File: src/rtl/fish_pkg.sv
// Shared types and constants for the fish sprite motion block.
package fish_pkg;

  typedef enum logic [1:0] {
    ST_IDLE = 2'd0,
    ST_SWIM = 2'd1,
    ST_LIFT = 2'd2
  } fish_state_e;

  localparam logic [1:0]  WAY_LEFT     = 2'd0;
  localparam logic [1:0]  WAY_RIGHT    = 2'd1;
  localparam logic [1:0]  WAY_UP       = 2'd2;
  localparam logic [10:0] FISH_W       = 11'd40;
  localparam logic [10:0] FISH_H       = 11'd33;
  localparam logic [9:0]  SPAWN_H_LEFT = 10'd680;

  // Inclusive window compare on 11-bit values
  function automatic logic in_range11(input logic [10:0] val,
                                      input logic [10:0] lo,
                                      input logic [10:0] hi);
    return (lo <= val) && (val <= hi);
  endfunction

endpackage

File: src/rtl/fish_hit_detect.sv
// Combinational hook-versus-swimming-fish window compare.
// Columns are h-40 .. h-1 in 11 bits, so a fish with h<40 has a wrapped lower bound and never hits.
module fish_hit_detect
  import fish_pkg::*;
(
  input  logic [9:0] fish_h,
  input  logic [9:0] fish_v,
  input  logic [9:0] hook_h,
  input  logic [9:0] hook_v,
  input  logic       hook_down,
  output logic       hit
);

  logic [10:0] col_lo_s;
  logic [10:0] col_hi_s;
  logic [10:0] row_lo_s;
  logic [10:0] row_hi_s;

  // Sprite window bounds and the hit decision
  always_comb begin
    col_lo_s = {1'b0, fish_h} - FISH_W;
    col_hi_s = {1'b0, fish_h} - 11'd1;
    row_lo_s = {1'b0, fish_v};
    row_hi_s = {1'b0, fish_v} + (FISH_H - 11'd1);
    hit      = hook_down
             && in_range11({1'b0, hook_h}, col_lo_s, col_hi_s)
             && in_range11({1'b0, hook_v}, row_lo_s, row_hi_s);
  end

endmodule

File: src/rtl/fish_motion.sv
// Fish sprite motion: IDLE -> SWIM (horizontal) -> LIFT (hooked, rising) with caught/escaped pulses.
// Optional vertical wobble while swimming is enabled with `define FISH_MOTION_WOBBLE_EN.
module fish_motion
  import fish_pkg::*;
#(
  parameter int unsigned SPEED      = 32'd2,
  parameter int unsigned RISE_SPEED = 32'd3,
  parameter int unsigned SURFACE_V  = 32'd100
) (
  input  logic       clk,
  input  logic       rst,
  input  logic       frame_tick,
  input  logic       spawn,
  input  logic       spawn_dir,
  input  logic [9:0] spawn_v,
  input  logic [9:0] hook_h,
  input  logic [9:0] hook_v,
  input  logic       hook_down,
  output logic [9:0] fish_h_position,
  output logic [9:0] fish_v_position,
  output logic [1:0] fish_way,
  output logic       fish_appear,
  output logic       caught,
  output logic       escaped
);

  fish_state_e state_r;
  fish_state_e state_next_s;
  logic [9:0]  h_next_s;
  logic [9:0]  v_next_s;
  logic [1:0]  way_next_s;
  logic        appear_next_s;
  logic        caught_next_s;
  logic        escaped_next_s;
  logic        hit_s;
  logic [9:0]  swim_v_s;

  fish_hit_detect u_hit (
    .fish_h    (fish_h_position),
    .fish_v    (fish_v_position),
    .hook_h    (hook_h),
    .hook_v    (hook_v),
    .hook_down (hook_down),
    .hit       (hit_s)
  );

`ifdef FISH_MOTION_WOBBLE_EN
  logic [2:0] wob_cnt_r;
  logic       wob_up_r;
  logic [9:0] base_v_r;
  logic       swim_step_s;

  assign swim_step_s = (state_r == ST_SWIM) && frame_tick && !hit_s;

  // Wobble counter: restarts on spawn, flips the offset every eighth swim tick
  always_ff @(posedge clk) begin
    if (rst) begin
      wob_cnt_r <= 3'd0;
      wob_up_r  <= 1'b0;
      base_v_r  <= 10'd0;
    end else if ((state_r == ST_IDLE) && spawn) begin
      wob_cnt_r <= 3'd0;
      wob_up_r  <= 1'b0;
      base_v_r  <= spawn_v;
    end else if (swim_step_s) begin
      wob_cnt_r <= wob_cnt_r + 3'd1;
      wob_up_r  <= (wob_cnt_r == 3'd7) ? ~wob_up_r : wob_up_r;
    end else begin
      wob_cnt_r <= wob_cnt_r;
    end
  end

  // Offset toggles to +1 first, then -1, around the spawn row
  always_comb begin
    if (wob_cnt_r == 3'd7) begin
      swim_v_s = wob_up_r ? (base_v_r - 10'd1) : (base_v_r + 10'd1);
    end else begin
      swim_v_s = fish_v_position;
    end
  end
`else
  assign swim_v_s = fish_v_position;
`endif

  // Next-state and next-output decode; everything holds unless a spawn or tick acts
  always_comb begin
    state_next_s   = state_r;
    h_next_s       = fish_h_position;
    v_next_s       = fish_v_position;
    way_next_s     = fish_way;
    appear_next_s  = fish_appear;
    caught_next_s  = 1'b0;
    escaped_next_s = 1'b0;
    case (state_r)
      ST_IDLE: begin
        if (spawn) begin
          state_next_s  = ST_SWIM;
          v_next_s      = spawn_v;
          way_next_s    = spawn_dir ? WAY_RIGHT : WAY_LEFT;
          h_next_s      = spawn_dir ? 10'd0 : SPAWN_H_LEFT;
          appear_next_s = 1'b1;
        end else begin
          appear_next_s = 1'b0;
        end
      end
      ST_SWIM: begin
        if (!frame_tick) begin
          state_next_s = ST_SWIM;
        end else if (hit_s) begin
          state_next_s = ST_LIFT;
          way_next_s   = WAY_UP;
          h_next_s     = hook_h + 10'd16;
          v_next_s     = hook_v;
        end else if (fish_way == WAY_RIGHT) begin
          if (({1'b0, fish_h_position} + 11'(SPEED)) >= {1'b0, SPAWN_H_LEFT}) begin
            state_next_s   = ST_IDLE;
            appear_next_s  = 1'b0;
            escaped_next_s = 1'b1;
          end else begin
            h_next_s = fish_h_position + 10'(SPEED);
            v_next_s = swim_v_s;
          end
        end else begin
          if (fish_h_position <= 10'(SPEED)) begin
            state_next_s   = ST_IDLE;
            appear_next_s  = 1'b0;
            escaped_next_s = 1'b1;
          end else begin
            h_next_s = fish_h_position - 10'(SPEED);
            v_next_s = swim_v_s;
          end
        end
      end
      ST_LIFT: begin
        if (!frame_tick) begin
          state_next_s = ST_LIFT;
        end else if (!hook_down) begin
          state_next_s   = ST_IDLE;
          appear_next_s  = 1'b0;
          escaped_next_s = 1'b1;
        end else if ({1'b0, fish_v_position} <= 11'(SURFACE_V + RISE_SPEED)) begin
          state_next_s  = ST_IDLE;
          v_next_s      = 10'(SURFACE_V);
          appear_next_s = 1'b0;
          caught_next_s = 1'b1;
        end else begin
          v_next_s = fish_v_position - 10'(RISE_SPEED);
        end
      end
      default: begin
        state_next_s  = ST_IDLE;
        appear_next_s = 1'b0;
      end
    endcase
  end

  // State and registered outputs
  always_ff @(posedge clk) begin
    if (rst) begin
      state_r         <= ST_IDLE;
      fish_h_position <= 10'd0;
      fish_v_position <= 10'd0;
      fish_way        <= WAY_LEFT;
      fish_appear     <= 1'b0;
      caught          <= 1'b0;
      escaped         <= 1'b0;
    end else begin
      state_r         <= state_next_s;
      fish_h_position <= h_next_s;
      fish_v_position <= v_next_s;
      fish_way        <= way_next_s;
      fish_appear     <= appear_next_s;
      caught          <= caught_next_s;
      escaped         <= escaped_next_s;
    end
  end

endmodule
File: config.mk
export PLATFORM = sky130hd
export DESIGN_NAME = fish_motion
export DESIGN_NICKNAME = d
export VERILOG_FILES = /design/src/rtl/fish_pkg.sv /design/src/rtl/fish_hit_detect.sv /design/src/rtl/fish_motion.sv
export SDC_FILE = /design/constraint.sdc
export NUM_CORES = 1
export LEC_CHECK = 0
export ABC_AREA = 1
export BUFFER_PORTS_ARGS = -buffer_cell sky130_fd_sc_hd__buf_2
export CAP_MARGIN = 10
export CORE_UTILIZATION = 47
export DETAILED_ROUTE_END_ITERATION = 10
export PLACE_DENSITY_LB_ADDON = 0.25
export SLEW_MARGIN = 30
export SYNTH_ARGS = -nofsm -noshare
export SYNTH_HDL_FRONTEND = slang
export SYNTH_SLANG_ARGS = --single-unit
File: constraint.sdc
create_clock -name clk -period 3.4 [get_ports clk]
set_input_delay 0.17 -clock clk [delete_from_list [all_inputs] [get_ports clk]]
set_output_delay 0.17 -clock clk [all_outputs]
set_load 0.005 [all_outputs]
* After elaboration in Yosys (flattened, before gate mapping)
Index checks and enable logic that the tools add are counted.
** Storage, ports and cells
- Register bits after elaboration :: 27
- Bits of input ports :: 36
- Output and inout port bits :: 25
- Word-level logic and storage cells :: 104
** Operators by class
- Add/subtract/negate cells :: 8
- Order comparisons :: 7
- Equality and inequality tests :: 17
- Mux-type cells :: 49
- Bitwise gates (word level) :: 3
- Reduce and logical (&&, ||, !) cells :: 13
** Operators by type and width (count)
- $mux 10 :: 13
- $pmux 10 s3 :: 1
- $mux 2 :: 12
- $le 10x11->1 :: 2
- $pmux 10 s2 :: 1
- $sub 10x2->10 const B :: 2
- $mux 1 :: 18
- $ne 2x2->1 const B :: 6
- $ne 4x4->1 const B :: 3
- $reduce_and 6->1 :: 2
- $add 10x2->11 const B :: 1
- $add 10x6->11 const B :: 1
- $ge 11x10->1 const B :: 1
- $le 11x10->1 :: 1
- $sub 10x1->11 const B :: 1
- $sub 10x6->11 const B :: 1
- $add 10x2->10 const B :: 1
- $add 10x5->10 const B :: 1
- $le 10x10->1 :: 1
- $le 10x2->1 const B :: 1
- $le 10x7->1 const B :: 1
- $ne 5x5->1 const B :: 2
- $ne 3x3->1 const B :: 3
- $reduce_and 4->1 :: 2
- 13 further kinds :: 19

* Logic depth before layout (Yosys ltp)
- Depth after elaboration :: 8
- Mapped depth :: 25
- Depth with buffers taken out :: 24

* Modules after synthesis
Synthesis repeated with hierarchy kept, for this count alone.
** Unflattened totals
- Cell total of the unflattened synthesis :: 619
- Area, all modules :: 3708.6 sq um
** By module, submodules not included
- fish_motion :: times used 1, cells an instance 385, area each 2298.5 sq um, sequential area each 540.5 sq um
- fish_hit_detect :: times used 1, cells an instance 234, area each 1410.1 sq um, sequential area each 0.0 sq um

* Worst setup path after synthesis
Ideal clock, no wire load.
- Kind :: reg2reg
- Start point :: reg fish_h_position[3]
- End point :: reg fish_v_position[3]
- Setup time :: 0.128 ns
- Arrival :: 2.981 ns
- Required time :: 3.272 ns
- Path slack :: 0.291 ns
- Stages on the path, launching flop included :: 24
- Path buffers :: 2
- Period minus slack after synthesis :: 3.109 ns
- Cells stage by stage :: dfxtp_1 > buf_6 > inv_1 > ha_1 > a21oi_1 > inv_1 > a31oi_1 > xor2_1 > ha_1 > nand2_1 > inv_1 > a21oi_1 > nand2_1 > nand2_1 > nand2_1 > nand2_1 > nand2_1 > nand2_1 > nand4_4 > nand2_4 > nand3_4 > buf_6 > o21ai_1 > nor2_1
** On the way
- Longest elaborated chain between the ends :: 7
- Elaborated cells between the ends (all ways) :: 9
- Classes of those cells :: add/sub: 2; order compare: 2; eq/ne: 1; reduce/logical: 4
** Ends and longest elaborated chain
- start: declaration :: line fish_motion.sv:19 : output logic [9:0] fish_h_position,
- start signal: assignment :: line fish_motion.sv:169 : fish_h_position <= h_next_s;
- $sub 10x6->11 / $sub 10x1->11 (equally long branches) :: line fish_hit_detect.sv:21, fish_hit_detect.sv:22
- $le 11x10->1 / $le 10x11->1 (equally long branches) :: line fish_pkg.sv:21 : return (lo <= val) && (val <= hi);
- $logic_and 1x1->1 (*) :: line fish_pkg.sv:21
- $logic_and 1x1->1 (*) :: line fish_hit_detect.sv:26 : && in_range11({1'b0, hook_h}, col_lo_s, col_hi_s)
- $logic_and 1x1->1 (*) :: line fish_hit_detect.sv:27 : && in_range11({1'b0, hook_v}, row_lo_s, row_hi_s);
- $ne 2x2->1 (no source line) (*)
- $reduce_and 6->1 (no source line) (*)
- end signal: assignment :: line fish_motion.sv:170 : fish_v_position <= v_next_s;
- end: declaration :: line fish_motion.sv:20 : output logic [9:0] fish_v_position,
Every way passes the cells marked *; elsewhere a longest branch is shown, timed or not.
A chain may end at the register's enable or synchronous reset.

* Worst setup path after layout
- Start point :: reg fish_h_position[1]
- End point :: reg fish_v_position[4]
The elaborated chain is that of the path after synthesis.

==> results.md <==
- Status: finished, final reports clean
- Synth top cells by count: nand2_1, inv_1, nor2_1
- Non-Filler Instances: 775
- Clock Latency Late Sink: 0.28 ns
- Iteration-0 DRC Markers: 393
- Initial antenna violation count: 0
- Synth Register Bits: 27
- DRC viols: 0
- GPL Wtd Cong: 0.925
- Pin count of the biggest net entering global routing: 23
- PwrDens: 762 nW/µm²
- Req. time, crit path: 3.58 ns
- First-pass GRT wire length: approximately 18 mm
- R2R Setup Slk: approximately 0.25 ns
- Post-synthesis cell area: 3740 µm²
- Vias in the first global route: 3771
- Register area share after synthesis: 14.5%
- DIE AREA: 8320 µm²
- Max Freq: 318 MHz
- Post-Syn Instances: roughly 600
- Vias per cell: 5.35
- Met3 WL: roughly 820 µm
- Highest Signal Layer: met4
- CP peak stage delay: 0.34 ns
- Worst hold-check path type: in2reg
- TNS Setup: 0 ns
- Die W: between 90 and 100 µm
- Vias: 4149
- CP max-delay cell: dfxtp_1
- Total CTS buffers: 3
- Clock transition at path regs: 0.10 ns
- Lkg Pwr: 2.35 nW
- Ys Warns: 0
- Slew Limit Fails: 0
- CTS tree: done
- Crit share post-route: 92.6%
- Area Overhead vs Synth: 15.7%
- Top cell type's share of synthesized area: between 10% and 20%
- Metal-1 WL: 5.17 mm
- CTS H-Tree Depth: 1
- Period minus WS final: 3.15 ns
- Layout cells sized above 1: 16.0%
- DRT Pass-1 Iters: 5
- Crit start category: register
- CP top delay family: simple AND/OR/NAND/NOR gates
- Row count: 32
- Nets: 766
- Post-Route WL: 11.0 mm
- Ys flop type: dfxtp_1
- Net Sw Frac: 55.7%
- TritonCTS Sinks: 27
- Comb power frac: between 70% and 80%
- CTS Hold Bufs: 0
- Unrepaired setup endpoints after global routing: no
- GR Overflow Total: 0
- Final setup margin: 0.252 ns
- Worst Tran Pin Value: 1.03 ns
- Initial cell density of the core: roughly half
- Number of flops mapped to enable cells by yosys: 0
- Post-Syn Nets: 696
- Setup crit end kind: register
- Top cell type by total area after synthesis: ha_1
- CTS root buf: clkbuf_8
- Slew headroom: 31.4%
- Dpl ws: between 0.09 and 0.1 ns
- # placed instances: 763
- Antenna-violating nets left: 0
- Yosys cell types: 40
- Buf/Inv on CP: 4
- Max-Cap Viols: 0
- Layout Skew: 0.00375 ns
- Clock power frac: under 10%
- P_int: 0.00146 W
- Core ar.: ~7700 µm²
- Sw power: 0.00184 W
- DR WL/cell: 14.3 µm
- Crit Path Max Fanout: 9
- CTS Buffer Depth: 2
- Post-Syn Area per Cell: just over 6 µm²
- Worst-path cell chain: inv_1 -> buf_4 -> ha_1 -> a21oi_1 -> nand2_1 -> xor2_1 -> inv_1 -> ha_1 -> nand2_1 -> nor2_1 -> nand4_1 -> o21ai_1 -> inv_1 -> nand2_1 -> nand4_4 -> nand2_8 -> nand3_4 -> o21ai_0 -> a21oi_1
- Antenna cells: 0
- VDD IR max: approximately 310 µV
- Share of total power in sequential cells: ~16%
- Crit Path Category: reg2reg
- DIE HEIGHT: just over 90 µm
- Met2 wire len: 4.91 mm
- HPWL Detailed: 8.76 mm
- Filler instances: 767
- Endpoints failing hold: 0
- Dominant cell by count in the synthesized netlist: nand2_1
- Setup violators final: 0
- GRT Util Overall: 27.0%
- Buffers on Ports: 60
- Critical Path AT: 3.32 ns
- Main area contributors after synthesis: ha_1, dfxtp_1, nand2_1
- IO Pins: 61
- Ys async rst share: 0%
-- power groups by stage --
stage | Sequential [W] | Combinational, W | Clock [W]
global placement | 0.000528 | 0.00236 | 0
CTS | 0.000524 | 0.00242 | 0.000200
detailed placement | 0.000531 | 0.00241 | 0
floorplan | 0.000529 | 0.00178 | 0
global route | 0.000539 | 0.00291 | 0.000207
finish | 0.000526 | 0.00258 | 0.000193
-- state kept, by name (all words and copies together), names as in the netlist --
| signal | count |
|---|---|
| escaped | 1 |
| fish_appear | 1 |
| state_r | 2 |
| fish_v_position | 10 |
| fish_h_position | 10 |
| fish_way | 2 |
| caught | 1 |
-- final cells by class --
cell class / instances / area [µm²] / share of cell area, %
well taps: 102 / 128 / 2.95
multi-input cells: 468 / 2800 / 64.7
flip-flops and latches: 27 / 541 / 12.5
clock inverters: 1 / 5.00 / 0.116
repair buffers: 79 / 455 / 10.5
clock buffers: 3 / 41.3 / 0.954
inverters: 95 / 358 / 8.27
-- placed cells by master (no fill, tap or decap), types with 2 or more instances in the layout --
| cell | synthesis | layout |
|---|---|---|
| a21o_1 | 2 | 2 |
| a21oi_1 | 56 | 55 |
| buf_2 | 2 | 60 |
| buf_4 | 2 | 18 |
| clkbuf_8 | 0 | 3 |
| clkinv_2 | 1 | 2 |
| dfxtp_1 | 27 | 27 |
| ha_1 | 56 | 54 |
| ha_2 | 0 | 2 |
| inv_1 | 92 | 90 |
| inv_2 | 2 | 4 |
| nand2_1 | 127 | 127 |
| nand2_2 | 4 | 4 |
| nand3_1 | 35 | 34 |
| nand3_2 | 1 | 2 |
| nand3_4 | 1 | 2 |
| nand3b_1 | 5 | 5 |
| nand4_1 | 14 | 14 |
| nor2_1 | 75 | 74 |
| nor2_2 | 2 | 2 |
| nor2_4 | 1 | 2 |
| nor3_1 | 10 | 10 |
| nor4_1 | 2 | 2 |
| o211ai_1 | 2 | 2 |
| o21a_1 | 2 | 2 |
| o21ai_0 | 23 | 21 |
| o21ai_1 | 4 | 6 |
| o22ai_1 | 6 | 6 |
| o31ai_1 | 4 | 4 |
| xnor2_1 | 5 | 5 |
| xor2_1 | 21 | 21 |
-- per-stage QoR --
stage          power, W  hold slack, ns  instance area, µm²  utilization [%]
2_1_floorplan   0.00231           0.319                3740                -
3_3_place_gp    0.00289           0.471                4160             53.9
3_5_place_dp    0.00294           0.477                4160             53.9
4_1_cts         0.00314           0.174                4210             54.5
5_1_grt         0.00366           0.204                4330             56.0
6_report        0.00330           0.186                4330             56.0
-- cell families (layout without fill, tap and decap cells) --
logic type | Yosys count | after routing | synth area share (%)
buffers and inverters | 110 | 178 | 12.1
flip-flops | 27 | 27 | 14.5
AO/OA/AOI/OAI | 105 | 105 | 15.5
XOR/XNOR | 26 | 26 | 6.09
AND/OR/NAND/NOR | 280 | 281 | 33.1
adder cells (fa/ha/maj) | 56 | 56 | 18.7
-- metal layers --
metal,track usage [%],vias to the layer above
li1,-,2112
met1,39.5,1847
met2,43.8,172
met3,2.76,18
met4,3.04,0
met5,0,-
-- worst reg2reg max path, stage by stage, from the launching register on --
cell     delay (ns)
dfxtp_1        0.34
inv_1          0.06
buf_4          0.16
ha_1           0.23
a21oi_1        0.24
nand2_1        0.10
xor2_1         0.15
inv_1          0.06
ha_1           0.27
nand2_1        0.09
nor2_1         0.12
nand4_1        0.10
o21ai_1        0.13
inv_1          0.06
nand2_1        0.11
nand4_4        0.18
nand2_8        0.18
nand3_4        0.16
o21ai_0        0.23
a21oi_1        0.06
-- repair_timing --
item / 4_1_cts / 5_1_grt
buffers inserted: 0 / 7
resized for setup: 0 / 13
endpoints found under the setup margin: 0 / 24
hold endpoints to repair: 0 / 0
-- worst paths after layout --
| kind | start | endpoint | depth (start not counted) |
|---|---|---|---|
| worst max-delay path | fish_h_position[1] | fish_v_position[4] | 19 |
| worst min-delay path | hook_h[0] | fish_h_position[0] | 3 |
| worst max register to register | fish_h_position[1] | fish_v_position[4] | 19 |
| worst min register to register | fish_way[1] | fish_way[1] | 2 |
No activity file was read; power rests on OpenSTA's default activity.
